## src/rtl/attack_pkg.sv

```systemverilog
// Shared types and constants for the attack scheduler: attack kinds, phase encodings,
// default phase durations and the phase-timer width.
package attack_pkg;

  localparam int TIMER_W = 25;

  localparam logic [TIMER_W-1:0] DEF_WINDUP_CYC  = 25'd4194304;
  localparam logic [TIMER_W-1:0] DEF_ACTIVE_CYC  = 25'd8388608;
  localparam logic [TIMER_W-1:0] DEF_RECOVER_CYC = 25'd4194304;

  typedef enum logic [3:0] {
    KIND_NONE    = 4'd0,
    KIND_SMASH_U = 4'd1,
    KIND_SMASH_D = 4'd2,
    KIND_SMASH_L = 4'd3,
    KIND_SMASH_R = 4'd4,
    KIND_JAB     = 4'd5,
    KIND_SPEC_U  = 4'd6,
    KIND_SPEC_D  = 4'd7,
    KIND_SPEC_L  = 4'd8,
    KIND_SPEC_R  = 4'd9,
    KIND_SPEC_N  = 4'd10
  } kind_e;

  typedef enum logic [1:0] {
    PH_IDLE    = 2'd0,
    PH_WINDUP  = 2'd1,
    PH_ACTIVE  = 2'd2,
    PH_RECOVER = 2'd3
  } phase_e;

  typedef enum logic {
    OWNER_P1 = 1'b0,
    OWNER_P2 = 1'b1
  } owner_e;

  typedef struct packed {
    logic       valid;
    logic [3:0] kind;
  } slot_t;

  function automatic logic kind_valid(input logic [3:0] k);
    return (k >= 4'(KIND_SMASH_U)) && (k <= 4'(KIND_SPEC_N));
  endfunction

endpackage

```

## src/rtl/phase_timer.sv

```systemverilog
// Loadable down-counter timing each attack phase; o_done flags a count of zero.
module phase_timer
  import attack_pkg::*;
(
  input  logic               clock,
  input  logic               reset,
  input  logic               i_load,
  input  logic [TIMER_W-1:0] i_value,
  output logic               o_done
);

  logic [TIMER_W-1:0] r_count;

  // NOTE: sequential state uses non-blocking assignments so every flop samples pre-edge values.
  always_ff @(posedge clock or negedge reset) begin
    if (!reset) begin
      r_count <= '0;
    end else if (i_load) begin
      r_count <= i_value;
    end else if (r_count != '0) begin
      r_count <= r_count - TIMER_W'(1);
    end
  end

  assign o_done = (r_count == '0);

endmodule

```

## src/rtl/attack_scheduler.sv

```systemverilog
// Round-robin arbiter and windup/active/recover sequencer for the shared attack engine.
// Define ATTACK_SCHED_QUEUE_EN to capture requests arriving while an attack is in progress.
module attack_scheduler
  import attack_pkg::*;
#(
  parameter logic [TIMER_W-1:0] WINDUP_CYC  = DEF_WINDUP_CYC,
  parameter logic [TIMER_W-1:0] ACTIVE_CYC  = DEF_ACTIVE_CYC,
  parameter logic [TIMER_W-1:0] RECOVER_CYC = DEF_RECOVER_CYC
) (
  input  logic       clock,
  input  logic       reset,
  input  logic       p1_req,
  input  logic [3:0] p1_kind,
  input  logic       p2_req,
  input  logic [3:0] p2_kind,
  input  logic       eng_hit,
  output logic       p1_ack,
  output logic       p2_ack,
  output logic       sel,
  output logic [1:0] phase,
  output logic [3:0] eng_kind,
  output logic       eng_active,
  output logic       busy,
  output logic       hit_valid,
  output logic       hit_owner,
  output logic [3:0] hit_kind
);

  phase_e             r_state;
  phase_e             w_state_next;
  owner_e             r_last_owner;
  slot_t              r_slot1;
  slot_t              r_slot2;
  logic               r_hit_done;
  logic               w_load;
  logic [TIMER_W-1:0] w_load_val;
  logic               w_done;
  logic               w_cap_en;

`ifdef ATTACK_SCHED_QUEUE_EN
  assign w_cap_en = 1'b1;
`else
  assign w_cap_en = 1'b0;
`endif

  logic       w_req1_ok, w_req2_ok, w_cand1, w_cand2;
  logic       w_grant1, w_grant2, w_grant;
  logic [3:0] w_kind1, w_kind2;

  assign w_req1_ok = p1_req && kind_valid(p1_kind);
  assign w_req2_ok = p2_req && kind_valid(p2_kind);
  assign w_cand1   = r_slot1.valid || w_req1_ok;
  assign w_cand2   = r_slot2.valid || w_req2_ok;
  assign w_kind1   = r_slot1.valid ? r_slot1.kind : p1_kind;
  assign w_kind2   = r_slot2.valid ? r_slot2.kind : p2_kind;
  // On a tie the player who did not own the previous attack wins.
  assign w_grant1  = (r_state == PH_IDLE) && w_cand1 && (!w_cand2 || (r_last_owner == OWNER_P2));
  assign w_grant2  = (r_state == PH_IDLE) && w_cand2 && !w_grant1;
  assign w_grant   = w_grant1 || w_grant2;

  phase_timer u_timer (
    .clock   (clock),
    .reset   (reset),
    .i_load  (w_load),
    .i_value (w_load_val),
    .o_done  (w_done)
  );

  always_ff @(posedge clock or negedge reset) begin
    if (!reset) r_state <= PH_IDLE;
    else        r_state <= w_state_next;
  end

  // NOTE: every combinational output gets a default first so no path infers a latch.
  always_comb begin
    w_state_next = r_state;
    w_load       = 1'b0;
    w_load_val   = '0;
    unique case (r_state)
      PH_IDLE:    if (w_grant) begin w_state_next = PH_WINDUP;  w_load = 1'b1; w_load_val = WINDUP_CYC - TIMER_W'(1);  end
      PH_WINDUP:  if (w_done)  begin w_state_next = PH_ACTIVE;  w_load = 1'b1; w_load_val = ACTIVE_CYC - TIMER_W'(1);  end
      PH_ACTIVE:  if (w_done)  begin w_state_next = PH_RECOVER; w_load = 1'b1; w_load_val = RECOVER_CYC - TIMER_W'(1); end
      PH_RECOVER: if (w_done)  w_state_next = PH_IDLE;
      default:    w_state_next = PH_IDLE;
    endcase
  end

  always_comb begin
    phase      = r_state;
    eng_active = (r_state == PH_ACTIVE);
    busy       = (r_state != PH_IDLE);
  end

  // Slots only fill in queue builds: the losing tie request or any request while busy.
  always_ff @(posedge clock or negedge reset) begin
    if (!reset) begin
      r_slot1 <= '0;
      r_slot2 <= '0;
    end else begin
      if (w_grant1)                                     r_slot1.valid <= 1'b0;
      else if (w_cap_en && w_req1_ok && !r_slot1.valid) r_slot1 <= {1'b1, p1_kind};
      if (w_grant2)                                     r_slot2.valid <= 1'b0;
      else if (w_cap_en && w_req2_ok && !r_slot2.valid) r_slot2 <= {1'b1, p2_kind};
    end
  end

  always_ff @(posedge clock or negedge reset) begin
    if (!reset) begin
      p1_ack       <= 1'b0;
      p2_ack       <= 1'b0;
      sel          <= 1'b0;
      eng_kind     <= 4'(KIND_NONE);
      r_last_owner <= OWNER_P2;
      r_hit_done   <= 1'b0;
      hit_valid    <= 1'b0;
      hit_owner    <= 1'b0;
      hit_kind     <= 4'(KIND_NONE);
    end else begin
      p1_ack    <= w_grant1;
      p2_ack    <= w_grant2;
      hit_valid <= 1'b0;
      if (w_grant) begin
        sel          <= w_grant2;
        eng_kind     <= w_grant2 ? w_kind2 : w_kind1;
        r_last_owner <= w_grant2 ? OWNER_P2 : OWNER_P1;
        r_hit_done   <= 1'b0;
      end else if ((r_state == PH_RECOVER) && w_done) begin
        eng_kind <= 4'(KIND_NONE);
      end
      if ((r_state == PH_ACTIVE) && eng_hit && !r_hit_done) begin
        r_hit_done <= 1'b1;
        hit_valid  <= 1'b1;
        hit_owner  <= sel;
        hit_kind   <= eng_kind;
      end
    end
  end

endmodule
```

## config.mk

```make
export PLATFORM = sky130hd
export DESIGN_NAME = attack_scheduler
export DESIGN_NICKNAME = d
export VERILOG_FILES = /design/src/rtl/attack_pkg.sv /design/src/rtl/phase_timer.sv /design/src/rtl/attack_scheduler.sv
export SDC_FILE = /design/constraint.sdc
export NUM_CORES = 1
export LEC_CHECK = 0
export ABC_AREA = 1
export BUFFER_PORTS_ARGS = -buffer_cell sky130_fd_sc_hd__buf_2
export CAP_MARGIN = 40
export CORE_ASPECT_RATIO = 1.2
export CORE_MARGIN = 5
export CORE_UTILIZATION = 63
export DETAILED_ROUTE_END_ITERATION = 10
export GPL_TIMING_DRIVEN = 0
export HOLD_SLACK_MARGIN = 0.03
export PLACE_DENSITY = 0.9
export SYNTH_ARGS = -nofsm -noshare
export SYNTH_HDL_FRONTEND = slang
export SYNTH_SLANG_ARGS = --single-unit
```

## constraint.sdc

```tcl
create_clock -name clock -period 4.7 [get_ports clock]
set_clock_uncertainty 0.05 [all_clocks]
set_input_delay 0.94 -clock clock [delete_from_list [all_inputs] [get_ports clock]]
set_output_delay 0.94 -clock clock [all_outputs]
set_load 0.1 [all_outputs]
```

* Word-level counts from Yosys, hierarchy flattened *
Cells that the tools add are included.

storage, ports and cells
  output and inout port bits = 17
  flip-flop bits (word level) = 42
  bits of input ports = 13
  logic and storage cells = 69

cells by class
  equality and inequality tests = 7
  multiplexer cells = 21
  $lt $le $gt $ge = 4
  add/subtract/negate cells = 1
  reduce and logical (&&, ||, !) cells = 25

operators by type and width
  operator                                             count
  one-hot mux 25 bit (3 select lines)                  1
  2-to-1 mux 25 bit                                    2
  2-to-1 mux 22 bit                                    2
  logical NOT 25 bit                                   1
  nonzero test 25 bit                                  1
  subtractor 25 x 1 -> 25 bit, second input constant   1
  2-to-1 mux 23 bit                                    1
  2-to-1 mux 4 bit                                     3
  logical AND 1 bit                                    11
  >= comparator 4 x 1 -> 1 bit, second input constant  2
  <= comparator 4 bit, second input constant           2
  2-to-1 mux 2 bit                                     4
  one-hot mux 2 bit (4 select lines)                   1
  nonzero test 2 bit                                   4
  2-to-1 mux 1 bit                                     6
  != test 2 bit, second input constant                 3
  equality test 2 bit, second input constant           2
  AND reduction 4 bit                                  1
  logical NOT 1 bit                                    3
  equality test 2 x 1 -> 1 bit, second input constant  1
  logical NOT 2 bit                                    1
  logical OR 1 bit                                     2
  != test 2 x 1 -> 1 bit, second input constant        1
  one-hot mux 1 bit (2 select lines)                   1
  OR reduction 2 bit                                   1

* Longest topological paths before layout *
Gate-level depths: netlist of the first run.

  word-level depth = 12
  mapped depth = 13
  depth with buffers taken out = 13

* Cells and area by module *
Synthesis of the first run repeated with hierarchy kept, for this count alone.

second synthesis, totals
  cell total of the unflattened synthesis = 348
  area, all modules = 2,637.5 um2

by module, submodules not included
  module            seq. area each (um2)  cells each  instances  area an instance (um2)
  phase_timer       625.6                 233         1          1,741.7
  attack_scheduler  426.7                 115         1          895.9

* Least setup slack after synthesis of the first run *
No wires, ideal clock.

  path kind = reg2out
  start = reg r_state[0], in the netlist phase[0]
  end = out busy
  arrival = 2.011 ns
  slack = 1.699 ns
  cell stages (with the launch flop) = 4
  data required time = 3.710 ns
  buffers on the path = 0
  cell sequence = dfrtp_1 > inv_1 > ha_1 > inv_1

between the ends
  word-level cells in the longest chain between the ends = 1

RTL lines
  item                      RTL line                text
  start: declaration        attack_scheduler.sv:29  phase_e r_state;
  start signal: assignment  attack_scheduler.sv:71  else r_state <= w_state_next;
  nonzero test 2 bit        attack_scheduler.sv:91  busy = (r_state != PH_IDLE);
  end: declaration          attack_scheduler.sv:23  output logic busy,

Every way passes these cells.

* Final worst setup path of the first run *
Same ends and word-level chain as after synthesis.

==> impl_results.md, run 1 <==
* Via count at about 2,200
* Seq pwr share at 57.6%
* All-Layer GR Usage at about a quarter
* Most frequent cells in the layout: 86 x nand2_1, 41 x dfrtp_1, 33 x inv_1, 33 x nor2_1, 31 x buf_2
* Final wirelength at between 5000 and 6000 um
* R2R cell count at 12
* Initial antenna violation count at 0
* Part of the Yosys area used for sequential elements at 41.29%
* Via-to-Cell Ratio at 5.382
* Static leakage at 1.428 nW
* DR DRC count at 0
* Total CTS buffers at 5
* Drt first pass iters at 4
* Worst VDD drop at 0.1896 mV
* Standard-cell row count at 25
* Nets at 366
* Hold Vio Cnt, Final at 0
* Largest net degree at the start of global routing at 29
* Syn avg cell area at 8.248 um^2
* Ant diodes at 0
* Post-CTS sizing at 0
* Min-delay worst type: reg -> reg
* Synth Instances at 309
* I/O pin count at 30
* CTS tree: yes
* Tmin final at 2597 ps
* Vias in the first global route at 2,212
* Startpoint type of the worst setup path: flip-flop
* I/O Buffers at 29
* Hold buffer count at CTS at 0
* DP HPWL at 4301 um
* Initial Util at around 65%
* Max Slew Vio Count at 0
* Worst-Margin Slew at between 400 and 500 ps
* Unrepaired setup endpoints after global routing: no
* Pwr Density at roughly 220 mW/mm^2
* Clock tree buffer depth at 2
* Synth Warn # at 0
* Design area at 0.002877 mm^2
* Post-CTS Setup Repair Bufs at 0
* Sw Share at 22.48%
* Grt ovf at 0
* Root Buffer: clkbuf_8
* Slew HR at 66.65%
* Clock Latency Late Sink at 300 ps
* Setup TNS at 0 ps
* Sw power at 140.9 uW
* Setup Crit Path Kind: reg -> out
* Cell internal pwr at 485.7 uW
* Status: complete, no violations
* Tcrit/Tclk final at 55.24%
* Share of layout cells above drive strength 1 at between 20% and 30%
* CTS H-Tree Depth at 2
* Remaining antenna violation count at 0
* Chip Height at 79.68 um
* Synth cell types at 31
* Final GP Congestion at 0.8859
* Fmax at 0.3851 GHz
* Critical Path Sink Type: output pin
* Final setup violation count at 0
* WP data required at roughly 3700 ps
* Core ar. at 0.003941 mm^2
* Crit path launch: phase[0]
* Setup slack, reg-to-reg at 2580 ps
* Initial drt markers at 98
* Critical path peak fanout at 6
* Syn nets at between 300 and 400
* Logic pwr share at 3.1%
* Clock sink total at 42
* Yosys reg bits at 42
* Worst setup path endpoint: busy
* Synth Cell Area at 0.002549 mm^2
* Area after DPL at about 0.0028 mm^2
* Die Wd at 68.06 um
* Crit Reg-Reg Endpoint: u_timer.r_count[8]
* Clock-pin slew on the worst setup and hold paths at around 80 ps
* Area grow syn2layout at 12.86%
* Arrival time worst endpoint at 1610 ps
* Commonest non-fill, non-tap cell in the layout: nand2_1
* R2R Path Start: phase[0]
* Clock power frac at 39.3%
* Global-route wire length before repair at 9453 um
* Die area at 0.005423 mm^2
* Routed len/inst at 13.97 um
* Max cap viols at 0
## worst min-delay path by stage
stage                     slack, ps  cells past startpoint          startpoint                 end
final                           430                      2         hit_kind[1]         hit_kind[1]
after global routing            480                      2         hit_kind[2]         hit_kind[2]
after CTS                       440                      2         hit_kind[1]         hit_kind[1]
after detailed placement        420                      2         hit_kind[1]         hit_kind[1]
after global placement          410                      2           hit_owner           hit_owner
after floorplan                 430                      2  u_timer.r_count[0]  u_timer.r_count[0]
## layout make-up
class,count,area [um^2]
Timing Repair Buffer,30,165.2
Tap cell,54,67.56
Sequential cell,42,1052
Buffer,6,55.05
Clock inverter,2,12.51
Multi-Input combinational cell,227,1313
Clock buffer,6,82.58
Fill cell,308,1065
Inverter,34,128.9
## power groups by stage
stage,clock network [mW],registers [mW],logic (mW)
5_1_grt,0.263,0.361,0.0218
6_report,0.246,0.361,0.0192
3_5_place_dp,0,0.368,0.0195
3_3_place_gp,0,0.368,0.0167
4_1_cts,0.247,0.361,0.0195
2_1_floorplan,0,0.368,0.00376
## sequential cells by signal, indices dropped and copies added, names as in the netlist, 2 cells and up
register and cells:
phase 2, hit_kind 4, u_timer.r_count 25, eng_kind 4
## per-layer routing
layer | routed length, um | vias up | GRT usage [%]
met3 | 266 | 14 | 5.211
li1 | - | 1046 | -
met4 | 174 | 0 | 10.93
met5 | 0 | - | 0
met2 | 2955 | 70 | 41.66
met1 | 2203 | 1028 | 25.11
## logic make-up after synthesis
kind of cell             count (synthesis)  synth area share (%)
buffers and inverters                   40                 7.216
AND/OR/NAND/NOR                        162                 29.70
adder cells (fa/ha/maj)                  7                 3.436
XOR/XNOR                                23                 7.904
AO/OA/AOI/OAI                           35                 10.46
flip-flops                              42                 41.29
## worst max-delay path, cell delays in order, from the launching register on
cell and delay, ps:
dfrtp_1 430, inv_1 90, ha_1 260, inv_1 90, buf_2 430
## metrics by stage
step           hold slack [ps]  utilization (%)  worst slack, ps  power, mW  std cells
4_1_cts                  435.0            72.98             2095     0.6273        401
3_3_place_gp             408.7            70.06             2286     0.3849        392
5_1_grt                  476.2            72.98             2003     0.6455        401
6_report                 433.1            72.98             2103     0.6266        401
2_1_floorplan            428.2                -             1699     0.3721        309
3_5_place_dp             415.8            70.57             2240     0.3877        393
## synthesized netlist by cell type, drive strengths merged
cell	instances	area [um^2]
nor4b	1	15.01
nor2	45	224.0
buf	6	55.05
nand3	14	87.59
o21bai	1	7.510
xnor2	7	61.31
dfstp	1	26.28
clkinv	1	5.000
or2	1	6.260
a21oi	24	198.9
ha	7	87.58
nor3	3	15.01
nand4	6	43.79
o211ai	4	30.03
xor2	16	140.1
and2	1	6.260
nor4	1	6.260
inv	33	123.9
dfrtp	41	1026
nand2	90	352.8
o21ai	6	30.03
(Power assumes the default switching activity.)
==> inputs of run 2 (changes only) <==
--- a/config.mk
+++ b/config.mk
@@ -5,16 +5,16 @@
 export SDC_FILE = /design/constraint.sdc
 export NUM_CORES = 1
 export LEC_CHECK = 0
-export ABC_AREA = 1
+export ABC_AREA = 0
 export BUFFER_PORTS_ARGS = -buffer_cell sky130_fd_sc_hd__buf_2
 export CAP_MARGIN = 40
 export CORE_ASPECT_RATIO = 1.2
 export CORE_MARGIN = 5
-export CORE_UTILIZATION = 63
+export CORE_UTILIZATION = 58
 export DETAILED_ROUTE_END_ITERATION = 10
 export GPL_TIMING_DRIVEN = 0
 export HOLD_SLACK_MARGIN = 0.03
-export PLACE_DENSITY = 0.9
+export PLACE_DENSITY = 0.85
 export SYNTH_ARGS = -nofsm -noshare
 export SYNTH_HDL_FRONTEND = slang
 export SYNTH_SLANG_ARGS = --single-unit
==> constraint.sdc (replaced) <==
create_clock -name clock -period 2.45 [get_ports clock]
set_clock_uncertainty 0.05 [all_clocks]
set_input_delay 0.49 -clock clock [delete_from_list [all_inputs] [get_ports clock]]
set_output_delay 0.49 -clock clock [all_outputs]
set_load 0.1 [all_outputs]
==> impl_results.md, run 2 <==
* Status: complete, no violations
* Layout Cells excl Fill at 329
* I/O Buffers at 29
* Initial Util at between 50% and 60%
* Top_reg_cell synth: dfrtp_1
* EDFF count, synth at 0
* Multi-input logic area at 0.001333 mm^2
* Xor and xnor area share after synthesis at 6.068%
* Most frequent cells in the layout: 39 x dfrtp_1, 33 x buf_2, 15 x nor2_1, 14 x xnor2_1, 12 x a211oi_1
* Initial drt markers at 101
* Placed Cells at around 320
* Max Slew Vio Count at 0
* Nets at between 200 and 300
* Setup slack, reg-to-reg at 130 ps
* Drt first pass iters at 4
* Area after DPL at 0.002735 mm^2
* Sw Share at 53.47%
* Remaining antenna violation count at 0
* Critical path cell sequence: nor4_4, and4_1, buf_4, and2_1, buf_4, a2bb2oi_2, mux2_1
* DR DRC count at 0
* Clock sink total at 42
* Fmax at 0.4315 GHz
* Crit Reg-Reg Endpoint: phase[1]
* Cell internal pwr at 1.723 mW
* Cell taking the most area after synthesis: dfrtp_1
* CP top delay family: simple AND/OR/NAND/NOR gates
* Asr flop ratio synth at 100.0%
* Synth Area in Adders at about 3.6%
* R2R cell count at 7
* Synth Instances at 233
* Routed len/inst at roughly 16 um
* Synth Cell Area at 0.002454 mm^2
* Synth Area in Compound Gates at 18.77%
* Largest net degree at the start of global routing at 25
* Final GP Congestion at ~0.86
* Mux contribution to synthesized area at 3.162%
* Worst-Margin Slew at 639.6 ps
* Standard-cell row count at 26
* Most frequent cell after synthesis: dfrtp_1
* Critical path peak fanout at 10
* Part of the Yosys area used for sequential elements at approximately 43%
* Synth top area share at about two fifths
* Regs by FF count: u_timer.r_count x25, eng_kind x4, hit_kind x4
* Synth cell types at 60
* All-Layer GR Usage at 20.43%
* Slew HR at 57.04%
* Cell mode on critical path: buf_4
* I/O pin count at 30
* Hold Vio Cnt, Final at 0
* Global-route wire length before repair at 9108 um
* Via count at just under 2,000
* Final wirelength at 5156 um
* Synth area leaders: dfrtp_1 42%, xnor2_1 5.0%, a211oi_1 3.7%
* Pwr Density at ~1300 mW/mm^2
* Ant diodes at 0
* Commonest non-fill, non-tap cell in the layout: dfrtp_1
* Share of layout cells above drive strength 1 at 28.94%
* R2R Path Start: u_timer.r_count[4]
* Total CTS buffers at 5
* Clock power frac at 12.1%
* Core ar. at roughly 0.0042 mm^2
* Largest family of logic cells by synthesized area: simple AND/OR/NAND/NOR gates
* Die Wd at 69.38 um
* Sw power at 1.980 mW
* Hold buffer count at CTS at 0
* Final setup violation count at 0
* Biggest register: u_timer.r_count
* Root Buffer: clkbuf_8
* Crit path launch: u_timer.r_count[4]
* Max incr delay on CP at 470 ps
* CTS tree: yes
* Startpoint type of the worst setup path: flip-flop
* Critical Path Sink Type: flip-flop
* Seq pwr share at roughly a third
* Design area at approximately 0.0029 mm^2
* Static leakage at 1.160 nW
* Arrival time worst endpoint at between 2000 and 2500 ps
* Synth top cells by count: 41 x dfrtp_1, 15 x nor2_1, 14 x xnor2_1
* Vias in the first global route at ~2,000
* Synth Area in Simple Gates at 21.37%
* Crit-path slowest cell: dfrtp_1
* Logic pwr share at 56.1%
* Die area at about 0.0056 mm^2
* Area grow syn2layout at 16.17%
* Min-delay worst type: in -> async
* WP data required at between 2000 and 3000 ps
* DP HPWL at approximately 4000 um
* Seq. cell area at 0.001060 mm^2
* Clock tree buffer depth at 2
* Unrepaired setup endpoints after global routing: no
* Chip Height at 81.25 um
* Via-to-Cell Ratio at 5.988
* Grt ovf at 0
* CTS H-Tree Depth at 2
* Max cap viols at 0
* Worst VDD drop at 1.340 mV
* Max reg flops at 25
* Layout fillers at approximately 350
* Syn nets at 253
* Tcrit/Tclk final at 94.60%
* Yosys reg bits at 42
* Tmin final at roughly 2300 ps
* Clock Latency Late Sink at 290 ps
* Setup Crit Path Kind: reg -> reg
* Initial antenna violation count at 0
* Fin util at 68.45%
* Clock-pin slew on the worst setup and hold paths at 90 ps
* WP buf/inv at 2
* Syn avg cell area at 10.53 um^2
* Setup TNS at 0 ps
* Synth Warn # at 0
## run 2: cell count changes after synthesis, moves of 7 or more
cell      delta
nand2_1     -76
a211oi_1    +12
a21oi_2     -19
nor2_2       -7
inv_1       -21
xor2_1      -13
nor2_1      -18
xnor2_1      +7
## run 2: worst reg2reg max path, stage by stage, from the launching register on
cell,delay [ps]
dfrtp_1,470
nor4_4,430
and4_1,240
buf_4,160
and2_1,150
buf_4,180
a2bb2oi_2,180
mux2_1,340
## run 2: final cells by class
type                       instances  share of cell area, %
timing repair buffer              33                  6.848
clock buffer                       5                  2.414
sequential                        42                  37.18
buffer                             9                  1.888
inverter                          12                  1.712
clock inverter                     3                 0.7463
multi-input combinational        169                  46.75
tap                               56                  2.458
## run 2: how the worst max path moves through the flow
stage                                      to  slack (ps)  cells after the start
after floorplan           u_timer.r_count[19]           8                      7
after global placement    u_timer.r_count[20]          20                      7
after detailed placement   u_timer.r_count[9]          -6                      7
after CTS                            phase[1]          90                      7
after global routing                 phase[1]          20                      7
final                                phase[1]         130                      7
## run 2: kinds of logic (layout without fill, tap and decap cells)
family,after synthesis,count (layout)
simple gates,82,82
compound gates,56,56
flops,42,42
buf+inv,22,62
xor+xnor,17,17
fa+ha+maj,7,7
mux,7,7
## run 2: timing repair
item / 4_1_cts / 5_1_grt
gates resized for setup: 0 / 1
setup buffers: 0 / 3
setup endpoints to repair: 0 / 11
## run 2: power groups by stage
stage,sequential (mW),combinational (mW),clock [mW]
2_1_floorplan,1.90,0.991,0
3_3_place_gp,1.18,2.04,0
3_5_place_dp,1.19,2.08,0
4_1_cts,1.18,2.09,0.460
5_1_grt,1.22,2.23,0.488
6_report,1.18,2.08,0.448
## run 2: stage by stage
stage / setup slack (ps) / power [mW] / hold WS (ps)
floorplan: 7.804 / 2.888 / 144.4
global placement: 20.75 / 3.222 / 404.6
detailed placement: -5.526 / 3.271 / 410.1
CTS: 88.93 / 3.723 / 98.13
global route: 21.89 / 3.934 / 120.4
finish: 132.4 / 3.703 / 89.17
## run 2: layer usage
layer / up-vias / GRT usage [%] / routed length, um
met5: - / 0 / 0
met4: 0 / 9.961 / 101
met3: 7 / 3.960 / 188
met2: 53 / 34.92 / 2615
met1: 952 / 24.90 / 2250
li1: 958 / - / -
